File: config.mk
export PLATFORM = sky130hd
export DESIGN_NAME = uart_rx
export DESIGN_NICKNAME = d
export VERILOG_FILES = /design/src/rtl/uart_rx.sv
export SDC_FILE = /design/constraint.sdc
export NUM_CORES = 1
export LEC_CHECK = 0
export ABC_CLOCK_PERIOD_IN_PS = 2000
export CAP_MARGIN = 10
export CORE_ASPECT_RATIO = 1.4
export CORE_MARGIN = 3
export CORE_UTILIZATION = 55
export DETAILED_ROUTE_END_ITERATION = 7
export PLACE_DENSITY = 0.75
export SLEW_MARGIN = 10
export SYNTH_ARGS = -nofsm -noshare
export SYNTH_HDL_FRONTEND = slang
export SYNTH_SLANG_ARGS = --single-unit
File: constraint.sdc
create_clock -name clk -period 2 [get_ports clk]
set_input_delay 0.2 -clock clk [delete_from_list [all_inputs] [get_ports clk]]
set_output_delay 0.2 -clock clk [all_outputs]
set_load 0.1 [all_outputs]
File: src/rtl/uart_rx.sv
// UART receiver: start, DATA bits LSB first, XOR parity, one stop bit.
// Mid-bit sampling from an internal counter; result on a 1-cycle valid strobe.
module uart_rx #(
  parameter int DATA         = 8,
  parameter int CLKS_PER_BIT = 5208
) (
  input  logic            clk,
  input  logic            reset,
  input  logic            rx_in,
  output logic [DATA-1:0] rx_data,
  output logic            rx_valid,
  output logic            rx_parity_err,
  output logic            rx_frame_err,
  output logic            rx_busy
);

  localparam int CNT_W = $clog2(CLKS_PER_BIT);
  localparam int BIT_W = $clog2(DATA) + 1;
  localparam int HALF  = CLKS_PER_BIT / 2;

  localparam logic [CNT_W-1:0] HALF_LAST = CNT_W'(HALF - 1);
  localparam logic [CNT_W-1:0] BIT_LAST  = CNT_W'(CLKS_PER_BIT - 1);
  localparam logic [BIT_W-1:0] DATA_LAST = BIT_W'(DATA - 1);

  localparam logic [2:0] S_IDLE   = 3'd0;
  localparam logic [2:0] S_START  = 3'd1;
  localparam logic [2:0] S_DATA   = 3'd2;
  localparam logic [2:0] S_PARITY = 3'd3;
  localparam logic [2:0] S_STOP   = 3'd4;

  logic [1:0]       r_sync;
  logic             r_rxs_prev;
  logic [2:0]       r_state;
  logic [CNT_W-1:0] r_cnt;
  logic [BIT_W-1:0] r_bit_cnt;
  logic [DATA-1:0]  r_shift;
  logic             r_perr;
  logic             w_rxs;
  logic             w_bit_end;

  assign w_rxs     = r_sync[1];
  assign w_bit_end = (r_cnt == BIT_LAST);

  // Synchronizer and edge history reset to the idle (high) line level so
  // leaving reset never looks like a start edge.
  always_ff @(posedge clk or negedge reset) begin
    if (!reset) begin
      r_sync     <= 2'b11;
      r_rxs_prev <= 1'b1;
    end else begin
      // NOTE: non-blocking so r_sync[1] takes last cycle's r_sync[0], giving two real flops.
      r_sync     <= {r_sync[0], rx_in};
      r_rxs_prev <= w_rxs;
    end
  end

  always_ff @(posedge clk or negedge reset) begin
    if (!reset) begin
      r_state       <= S_IDLE;
      r_cnt         <= '0;
      r_bit_cnt     <= '0;
      r_shift       <= '0;
      r_perr        <= 1'b0;
      rx_data       <= '0;
      rx_valid      <= 1'b0;
      rx_parity_err <= 1'b0;
      rx_frame_err  <= 1'b0;
      rx_busy       <= 1'b0;
    end else begin
      rx_valid <= 1'b0;
      case (r_state)
        S_IDLE: begin
          r_cnt <= '0;
          if (r_rxs_prev && !w_rxs) begin
            r_state <= S_START;
            rx_busy <= 1'b1;
          end
        end
        S_START: begin
          if (r_cnt == HALF_LAST) begin
            r_cnt <= '0;
            // A line back high at mid start bit was only a glitch.
            if (w_rxs) begin
              r_state <= S_IDLE;
              rx_busy <= 1'b0;
            end else begin
              r_state   <= S_DATA;
              r_bit_cnt <= '0;
            end
          end else begin
            r_cnt <= r_cnt + 1'b1;
          end
        end
        S_DATA: begin
          if (w_bit_end) begin
            r_cnt   <= '0;
            r_shift <= {w_rxs, r_shift[DATA-1:1]};
            if (r_bit_cnt == DATA_LAST) r_state <= S_PARITY;
            else                        r_bit_cnt <= r_bit_cnt + 1'b1;
          end else begin
            r_cnt <= r_cnt + 1'b1;
          end
        end
        S_PARITY: begin
          if (w_bit_end) begin
            r_cnt   <= '0;
            r_perr  <= w_rxs ^ (^r_shift);
            r_state <= S_STOP;
          end else begin
            r_cnt <= r_cnt + 1'b1;
          end
        end
        S_STOP: begin
          if (w_bit_end) begin
            r_cnt         <= '0;
            rx_data       <= r_shift;
            rx_parity_err <= r_perr;
            rx_frame_err  <= ~w_rxs;
            rx_valid      <= 1'b1;
            rx_busy       <= 1'b0;
            r_state       <= S_IDLE;
          end else begin
            r_cnt <= r_cnt + 1'b1;
          end
        end
        default: r_state <= S_IDLE;
      endcase
    end
  end

endmodule
---- After elaboration in Yosys (flattened, before gate mapping) ----
Cells that the tools add are included.
word-level totals
  register bits after elaboration ......... 44
  bits in latches ......................... 0
  memory bits (writable) .................. 0
  bits in read-only memories .............. 0
  bits of input ports ..................... 3
  memories kept ........................... 0
operators by class
  add/subtract/negate cells ............... 2
  multipliers ............................. 0
  div/mod/pow operators ................... 0
  $lt $le $gt $ge ......................... 0
  equality and inequality tests ........... 16
  shift operators ......................... 0
  mux-type cells .......................... 23
  bitwise gates (word level) .............. 2
  reductions and logical operators ........ 14
operators with widths
  cell                                                               number
  13-bit case mux with 3 select lines                                1
  13-bit 2-to-1 mux                                                  2
  3-bit 2-to-1 mux                                                   6
  2-bit != test, second input constant                               9
  4-bit 2-to-1 mux                                                   4
  3-bit case mux with 5 select lines                                 1
  13-bit by 1-bit adder with 13-bit output, second input constant    1
  13-bit by 12-bit == test with 1-bit output, second input constant  1
  13-bit == test, second input constant                              1
  5-bit AND reduction                                                2
  4-bit case mux with 2 select lines                                 1
  8-bit XOR reduction                                                1
  3-bit by 2-bit == test with 1-bit output, second input constant    2
  1-bit 2-to-1 mux                                                   6
  2-bit AND reduction                                                3
  6-bit AND reduction                                                1
  3-bit nonzero test                                                 2
  4-bit by 1-bit adder with 4-bit output, second input constant      1
  4-bit by 3-bit == test with 1-bit output, second input constant    1
  3-bit by 1-bit == test with 1-bit output, second input constant    1
  3-bit == test, second input constant                               1
  3-bit zero test                                                    1
  1-bit case mux with 3 select lines                                 1
  3-bit OR reduction                                                 1
  other kinds (6)                                                    6

---- Logic depth before layout (Yosys ltp) ----
  depth after elaboration ................. 4
  gate-level depth with buffers ........... 6
  gate-level depth less buffers ........... 5

---- Least setup slack after synthesis ----
OpenSTA, ideal clock, no wires.
  path kind ............................... flip-flop to flip-flop
  start point ............................. register r_state[1]
  end point ............................... register r_bit_cnt[0]
  data arrival time ....................... 1.692 ns
  required time ........................... 1.872 ns
  path slack .............................. 0.181 ns
  cell stages (with the launch flop) ...... 6
  period minus slack after synthesis ...... 1.819 ns
  path through ............................ dfrtp_1 -> buf_6 -> or4b_4 -> a21boi_4 -> nor3_2 -> mux2_1
on the way
  word-level cells in the longest chain between the ends .. 3
  elaborated cells between the ends (all ways) .. 9
  classes of those cells .................. eq/ne (6); mux (1); reduce/logical (2)
ends and longest elaborated chain
  what                                                                                                  line  source
  from (decl)                                                                                           33    logic [2:0] r_state;
  from (signal assigned)                                                                                59    r_state <= S_IDLE;
  from (signal assigned)                                                                                75    r_state <= S_START;
  from (signal assigned)                                                                                84    r_state <= S_IDLE;
  3-bit by 2-bit == test with 1-bit output or 3-bit by 1-bit == test with 1-bit output (tied branches)  71    case (r_state)
  2-bit != test (no line) or 2-bit nonzero test (tied branches)                                         n/a
  5-bit AND reduction (no line)                                                                         n/a
  to (signal assigned)                                                                                  99    else r_bit_cnt <= r_bit_cnt + 1'b1;
  to (decl)                                                                                             35    logic [BIT_W-1:0] r_bit_cnt;
Parallel ways exist; a longest one is shown, timed or not.
A chain may end at the register's enable or synchronous reset.

---- Worst setup path after layout ----
  start point ............................. register r_cnt[0]
  end point ............................... register rx_busy
on the way
  word-level cells in the longest chain between the ends .. 3
  elaborated cells between the ends (all ways) .. 5
  classes of those cells .................. eq/ne (4); reduce/logical (1)
ends and longest elaborated chain
  what                                                                          line    source
  from (decl)                                                                   34      logic [CNT_W-1:0] r_cnt;
  from (signal assigned)                                                        91      r_cnt <= r_cnt + 1'b1;
  from (signal assigned)                                                        101     r_cnt <= r_cnt + 1'b1;
  from (signal assigned)                                                        110     r_cnt <= r_cnt + 1'b1;
  13-bit by 12-bit == test with 1-bit output or 13-bit == test (tied branches)  80, 42
  2-bit != test (no line)                                                       n/a
  5-bit AND reduction (no line) (*)                                             n/a
  to (signal assigned)                                                          68      rx_busy <= 1'b0;
  to (signal assigned)                                                          76      rx_busy <= 1'b1;
  to (signal assigned)                                                          85      rx_busy <= 1'b0;
  to (decl)                                                                     14      output logic rx_busy
Mark *: on every way between the ends. The rest lies on a longest branch, timed or not.

==> metrics.md <==
| Metric | Value |
|---|---|
| Ys async rst share | `100%` |
| Setup crit end kind | `register` |
| Layout area overhead | `14.1%` |
| Post-route minimum period | `1890 ps` |
| Sequential area share after synthesis | `47.6%` |
| Maximum achievable frequency | `528 MHz` |
| Yosys warnings | `0` |
| Period utilisation layout | `94.7%` |
| Syn Inst Count | `202` |
| Post-layout net count | `233` |
| CP Data Required Time | `2160 ps` |
| WP buf/inv | `1` |
| Fill cells | `318` |
| Post-Syn Area per Cell | `11.5 um2` |
| Worst path max stage delay | `410 ps` |
| Power Dens Cells | `993 mW/mm2` |
| First-pass GRT wire length | `8.34 mm` |
| Largest family of logic cells by synthesized area | `simple AND/OR/NAND/NOR gates` |
| Core ar. | `0.00399 mm2` |
| TNS Setup | `0 ps` |
| Die area | `0.00504 mm2` |
| I/O Pins | `15` |
| Seq cells post-synth | `44` |
| Clock Tree Buf Depth | `2` |
| Syn Nets | `207` |
| Initial antenna violation count | `0` |
| Setup crit start kind | `register` |
| Worst-path clk slew | `80 ps` |
| Clock Latency Late Sink | `290 ps` |
| Overflow after GRT | `0` |
| Mux contribution to synthesized area | `10.5%` |
| Antenna viol nets, final | `0` |
| Initial Util | `58.2%` |
| Worst Path Arrival | `2050 ps` |
| Largest net degree at the start of global routing | `37` |
| Postcts setup bufs | `0` |
| Xor and xnor area share after synthesis | `5.88%` |
| Vias | `1715` |
| Post-synth EDFFs | `0` |
| Mapped cell area | `0.00232 mm2` |
| Hold buffers post-CTS | `0` |
| FF-to-FF Start | `r_cnt[0]` |
| P_leak | `1.22 nW` |
| Pwr Total | `0.00263 W` |
| DP HPWL | `3.53 mm` |
| Post-synth top area share | `44.2%` |
| Met1 Routed Length | `1.89 mm` |
| Global router's overall resource usage | `21.8%` |
| Tightest Pin Transition | `786 ps` |
| Max-Cap Viols | `0` |
| Beginning of the critical path | `r_cnt[0]` |
| H-tree levels | `2` |
| DR WL/cell | `17.7 um` |
| Library cells used by synthesis | `57` |
| Complex-gate fraction of the synthesized area | `11.9%` |
| Top delay family on crit path | `compound AO/OA/AOI/OAI gates` |
| CTS tree | `yes` |
| Vias in the first global route | `1787` |
| WS Path Type | `register to register` |
| Adder-Cell Fraction of Synth Area | `1.08%` |
| CP Max Fanout | `10` |
| Synth area leaders | `dfrtp_1 44%, mux2_1 8.3%, xnor2_1 4.2%` |
| Slowest-stage cell, CP | `dfrtp_1` |
| Outcome | `finished with violations` |
| Core Rows | `27` |
| Antenna diodes | `0` |
| Post-synth top flop | `dfrtp_1` |
| Area post-placement | `0.00253 mm2` |
| DR vias/cell | `6.31` |
| Drt first pass iters | `4` |
| Post-synth top area cell | `dfrtp_1` |
| Total routed wirelength | `4.83 mm` |
| Num CTS Buffers | `5` |
| Design Area, Final | `0.00265 mm2` |
| Port bufs | `14` |
| RSZ-0062 raised after global routing | `no` |
| Max-slew violations | `0` |
| Worst Hold Class | `input port to async pin` |
| Synth Area in Simple Gates | `19.9%` |
| Final setup viols | `0` |
| Crit path cell chain | `ha_2 > and4bb_2 > a31oi_4 > buf_4 > o31ai_1 > o41ai_1` |
| Worst clock skew | `8.04 ps` |
| GP Congestion | `0.902` |
| CTS resizes | `0` |
| Failing checks | `negative hold slack` |
| Met2 WL | `2.64 mm` |
| Slew headroom | `47.6%` |
| Clock Sinks | `44` |
| Root buffer cell | `clkbuf_8` |
| Die Width | `60.9 um` |
| DRC errors left | `0` |
| Endpoints failing hold | `31` |
| DR iter-0 viols | `119` |
| Max VDD drop | `0.942 mV` |
| Max Used Layer | `met4` |
| Routed length on met3 | `162 um` |
| Ratio of cells with drive above 1 in the final layout | `25.3%` |
| Final Hold Slack | `-22.1 ps` |
| Die height | `82.8 um` |
-- where the power goes --
group	leakage, nW	total, W	internal [W]	switching (W)
clock	0.0524	0.000661	0.000374	0.000288
sequential	0.590	0.00113	0.000999	0.000131
combinational	0.574	0.000838	0.000343	0.000495
total	1.22	0.00263	0.00172	0.000914
-- synthesized netlist by cell type (3+ instances only) --
master / instances
dfrtp_1: 41
mux2_1: 17
nand2_1: 12
nor2_1: 12
xnor2_1: 11
o21ai_0: 7
nand3_1: 6
and4bb_2: 5
inv_1: 5
nor3_1: 5
a21oi_1: 4
buf_2: 4
nand4_1: 4
nor4_1: 4
o22ai_1: 4
and3_1: 3
clkbuf_1: 3
dfstp_2: 3
mux2i_1: 3
-- state kept, by name, summed over array words and instances (netlist names) --
signal and cells:
r_bit_cnt 4, r_perr 1, r_shift 8, rx_busy 1, rx_valid 1, r_state 3, rx_parity_err 1, r_cnt 13
r_sync 2, rx_frame_err 1, rx_data 8, r_rxs_prev 1
-- layer usage --
metal  GRT usage (%)  up-vias
met5               0        -
met4            9.07        0
met3            4.04       17
met2            38.0       38
met1            25.0      869
li1                -      791
-- placed cells by master, fill, tap and decap left out, types with 5 or more instances in the layout --
master | netlist | layout
nand3_1 | 6 | 6
inv_1 | 5 | 5
nor3_1 | 5 | 5
buf_4 | 0 | 26
o21ai_0 | 7 | 7
and4bb_2 | 5 | 5
dfrtp_1 | 41 | 41
mux2_1 | 17 | 17
xnor2_1 | 11 | 11
nand2_1 | 12 | 12
clkbuf_8 | 0 | 5
nor2_1 | 12 | 12
-- area by class of cell --
class / instances / area (um2) / area share (%)
sequential: 44 / 1100 / 41.7
timing repair buffer: 28 / 210 / 7.94
clock buffer: 7 / 76.3 / 2.88
tap: 43 / 53.8 / 2.03
clock inverter: 1 / 30.0 / 1.13
inverter: 5 / 18.8 / 0.709
multi-input combinational: 144 / 1150 / 43.6
-- worst register-to-register path, cell delays in order (launching register included) --
cell and delay, ps:
dfrtp_1 410, ha_2 240, and4bb_2 280, a31oi_4 160, buf_4 230, o31ai_1 310, o41ai_1 130
-- path summary, 6_finish.rpt --
path | end | slack (ps) | depth (start not counted)
worst max-delay path | rx_busy | 110 | 6
worst min-delay path | r_cnt[9] | -20 | 1
worst max register to register | rx_busy | 110 | 6
worst min register to register | r_sync[1] | 360 | 0
max in group asynchronous | rx_data[0] | 1410 | 2
min in group clk | r_sync[0] | 310 | 1
-- logic make-up (layout without fill, tap and decap cells) --
| family | after synthesis | in the layout |
|---|---|---|
| buffers and inverters | 14 | 41 |
| xor gates and xnor gates | 14 | 14 |
| adders and majority gates | 2 | 2 |
| AOI/OAI and AO/OA | 35 | 35 |
| and+or+nand+nor | 71 | 71 |
| muxes | 22 | 22 |
| DFF | 44 | 44 |
-- stage by stage --
step                hold WS (ps)  std cells  utilization [%]  worst slack (ps)
floorplan                  -95.6        202                -               181
global placement             316        264             63.5               157
detailed placement           332        264             63.5              93.1
CTS                         9.76        272             66.1              90.9
global route                30.7        272             66.4              19.2
finish                     -22.1        272             66.4               106
Note: power is estimated with default switching activity, not from simulation.
==> variant, RTL diff (same flow settings) <==
Reset style: synchronous (`reset`), changed in 2 clocked blocks.
--- a/src/rtl/uart_rx.sv
+++ b/src/rtl/uart_rx.sv
@@ -43,7 +43,7 @@
 
   // Synchronizer and edge history reset to the idle (high) line level so
   // leaving reset never looks like a start edge.
-  always_ff @(posedge clk or negedge reset) begin
+  always_ff @(posedge clk) begin
     if (!reset) begin
       r_sync     <= 2'b11;
       r_rxs_prev <= 1'b1;
@@ -54,7 +54,7 @@
     end
   end
 
-  always_ff @(posedge clk or negedge reset) begin
+  always_ff @(posedge clk) begin
     if (!reset) begin
       r_state       <= S_IDLE;
       r_cnt         <= '0;
Check against the original RTL: differs if reset is asserted again (counterexample within 4 cycles, from zero or initial values and one cycle with reset low); with reset held inactive, the same outputs for 10 cycles.
==> variant against the original RTL <==
  * Sequential share of layout area down 6.5 points
  * Synthesized area down 1.3%
  * Highest routed layer unchanged
  * Wire length down 13%
  * Sequential cell count unchanged
  * Final area down 5.5%
  * Cell count up 11%
  * Worst setup slack better by 89 ps
  * Hold slack better by 450 ps
  * Die area down 1.2%
Power is not compared: it rests on default switching activity, and its combinational part moved more than twofold at a synthesized area within 25%.
==> variant: results (changes against the original RTL) <==
place:
  dp_cells: 294  # +11%
  postPlaceCellArea_sq_um: 2406  # -4.9%
  numPortBuffers: 14  # unchanged
  dpl.hpwl_mm: 3.057  # -13%
  place.gp.congestion: 0.8439  # -6.4%
  dp_slack_ps: 138.3  # +45.24 ps
drt:
  wl_met3_um: 73  # -55%
  vias: 1734  # +1.1%
  wl_met1_mm: 1.790  # -5.2%
  wl_per_cell_um: 13.87  # -22%
  avgViaCountPerCell: 5.742  # -8.9%
  drt_iter0_markers: 82  # -31%
  wl_met2_mm: 2.219  # -16%
layout:
  multi_input_area_sq_um: 1281  # +11%
  n_all_buffers: 26  # -7.1%
  seqCellArea_sq_um: 880.8  # -20%
  clock_area_share_pct: 3.252  # -0.77 points
  syn_to_final_growth_pct: 9.295
  fillers: 350  # +10%
  multi_input_cells: 181  # +26%
  layout.nets: 264  # +13%
  signal_buffer_area_fraction_pct: 8.004  # +0.064 points
  drive_above_1_share_pct: 21.62  # -3.7 points
  num-nonclk-inverters: 1  # -4
  num_antenna_cells: 0  # unchanged
  top_regs: "r_cnt x13, r_shift x8, rx_data x8"
cts:
  cts_buffer_depth: 2  # unchanged
  root_buffer: "clkbuf_8"
  clk_pin_slew_ps: 90
  numCtsBuffers: 5  # unchanged
  cts_htree_levels: 2  # unchanged
  clk_latency_ps: 300
timing:
  skew_ps: 12.93  # +4.889 ps
  worstMarginPinSlew_ps: 418.8  # -367.3 ps
critical_path:
  critPathMaxFanout: 6  # -4
  cp.required_ps: 2190  # +30 ps
  crit_slowest_cell: "dfxtp_1"
outcome:
  status: "completed"
synth:
  async_flop_share_pct: 0  # -100 points
  ys_seq_area_share_pct: 38.49  # -9.1 points
  syn_inst: 243  # +20%
  synth_common_cells: "dfxtp_1 (44), nor2_1 (30), nand2_1 (22)"
  synthTopCellsByArea: "dfxtp_1 (38%), mux2i_1 (7.0%), nor2_1 (4.9%)"
  synth.distinct_cells: 46  # -19%
  synth_flop_cell: "dfxtp_1"
  syn_nets: 248  # +20%
global_route:
  use_met1_pct: 20.02  # -5.0 points
  grt_max_degree: 30  # -19%
  grt_pass1_vias: 1647  # -7.8%
  use_met2_pct: 33.77  # -4.2 points
  use_met3_pct: 3.733  # -0.31 points
  grtUsageTotal_pct: 18.57  # -3.2 points
  grt_pass1_wl_mm: 7.093  # -15%
power_and_ir_drop:
  p_leak_nw: 0.9789
min_path:
  hp-class: "reg2reg"
## variant: path summary, 6_finish.rpt
kind	startpoint	to	slack, ps	cells past startpoint
setup / recovery	r_cnt[0]$_SDFFE_PN0P_	r_state[0]$_SDFFE_PN0P_	200	6
hold / removal	r_sync[0]$_SDFF_PN1_	r_sync[1]$_SDFF_PN1_	430	1
setup reg to reg	r_cnt[0]$_SDFFE_PN0P_	r_state[0]$_SDFFE_PN0P_	200	6
hold reg to reg	r_sync[0]$_SDFF_PN1_	r_sync[1]$_SDFF_PN1_	430	1
## variant: worst max-delay path: cells and delay by family, from the launching register on
| kind | cells | cell delay (ps) |
|---|---|---|
| flip-flops | 1 | 400 |
| AO/OA/AOI/OAI | 3 | 620 |
| AND/OR/NAND/NOR | 2 | 430 |
| adder cells (fa/ha/maj) | 1 | 250 |
## variant: logic make-up after synthesis
group,count (synthesis),synth area share [%]
AND/OR/NAND/NOR,115,30.73
adder cells (fa/ha/maj),2,1.093
flip-flops,44,38.49
buffers and inverters,18,5.795
XOR/XNOR,12,5.194
AO/OA/AOI/OAI,36,11.70
multiplexers,16,6.998
## variant: power groups by stage
stage | logic, W | registers (W) | clock network (W)
floorplan | 0.000279 | 0.000956 | 0
global placement | 0.000305 | 0.000955 | 0
detailed placement | 0.000311 | 0.000956 | 0
CTS | 0.000311 | 0.000935 | 0.000551
global route | 0.000357 | 0.000941 | 0.000583
finish | 0.000329 | 0.000936 | 0.000534
## variant: timing repair
action                                  CTS  global route
gates resized for setup                   0             3
hold buffers                              0             0
setup buffers                             0             1
endpoints found under the setup margin    0             6
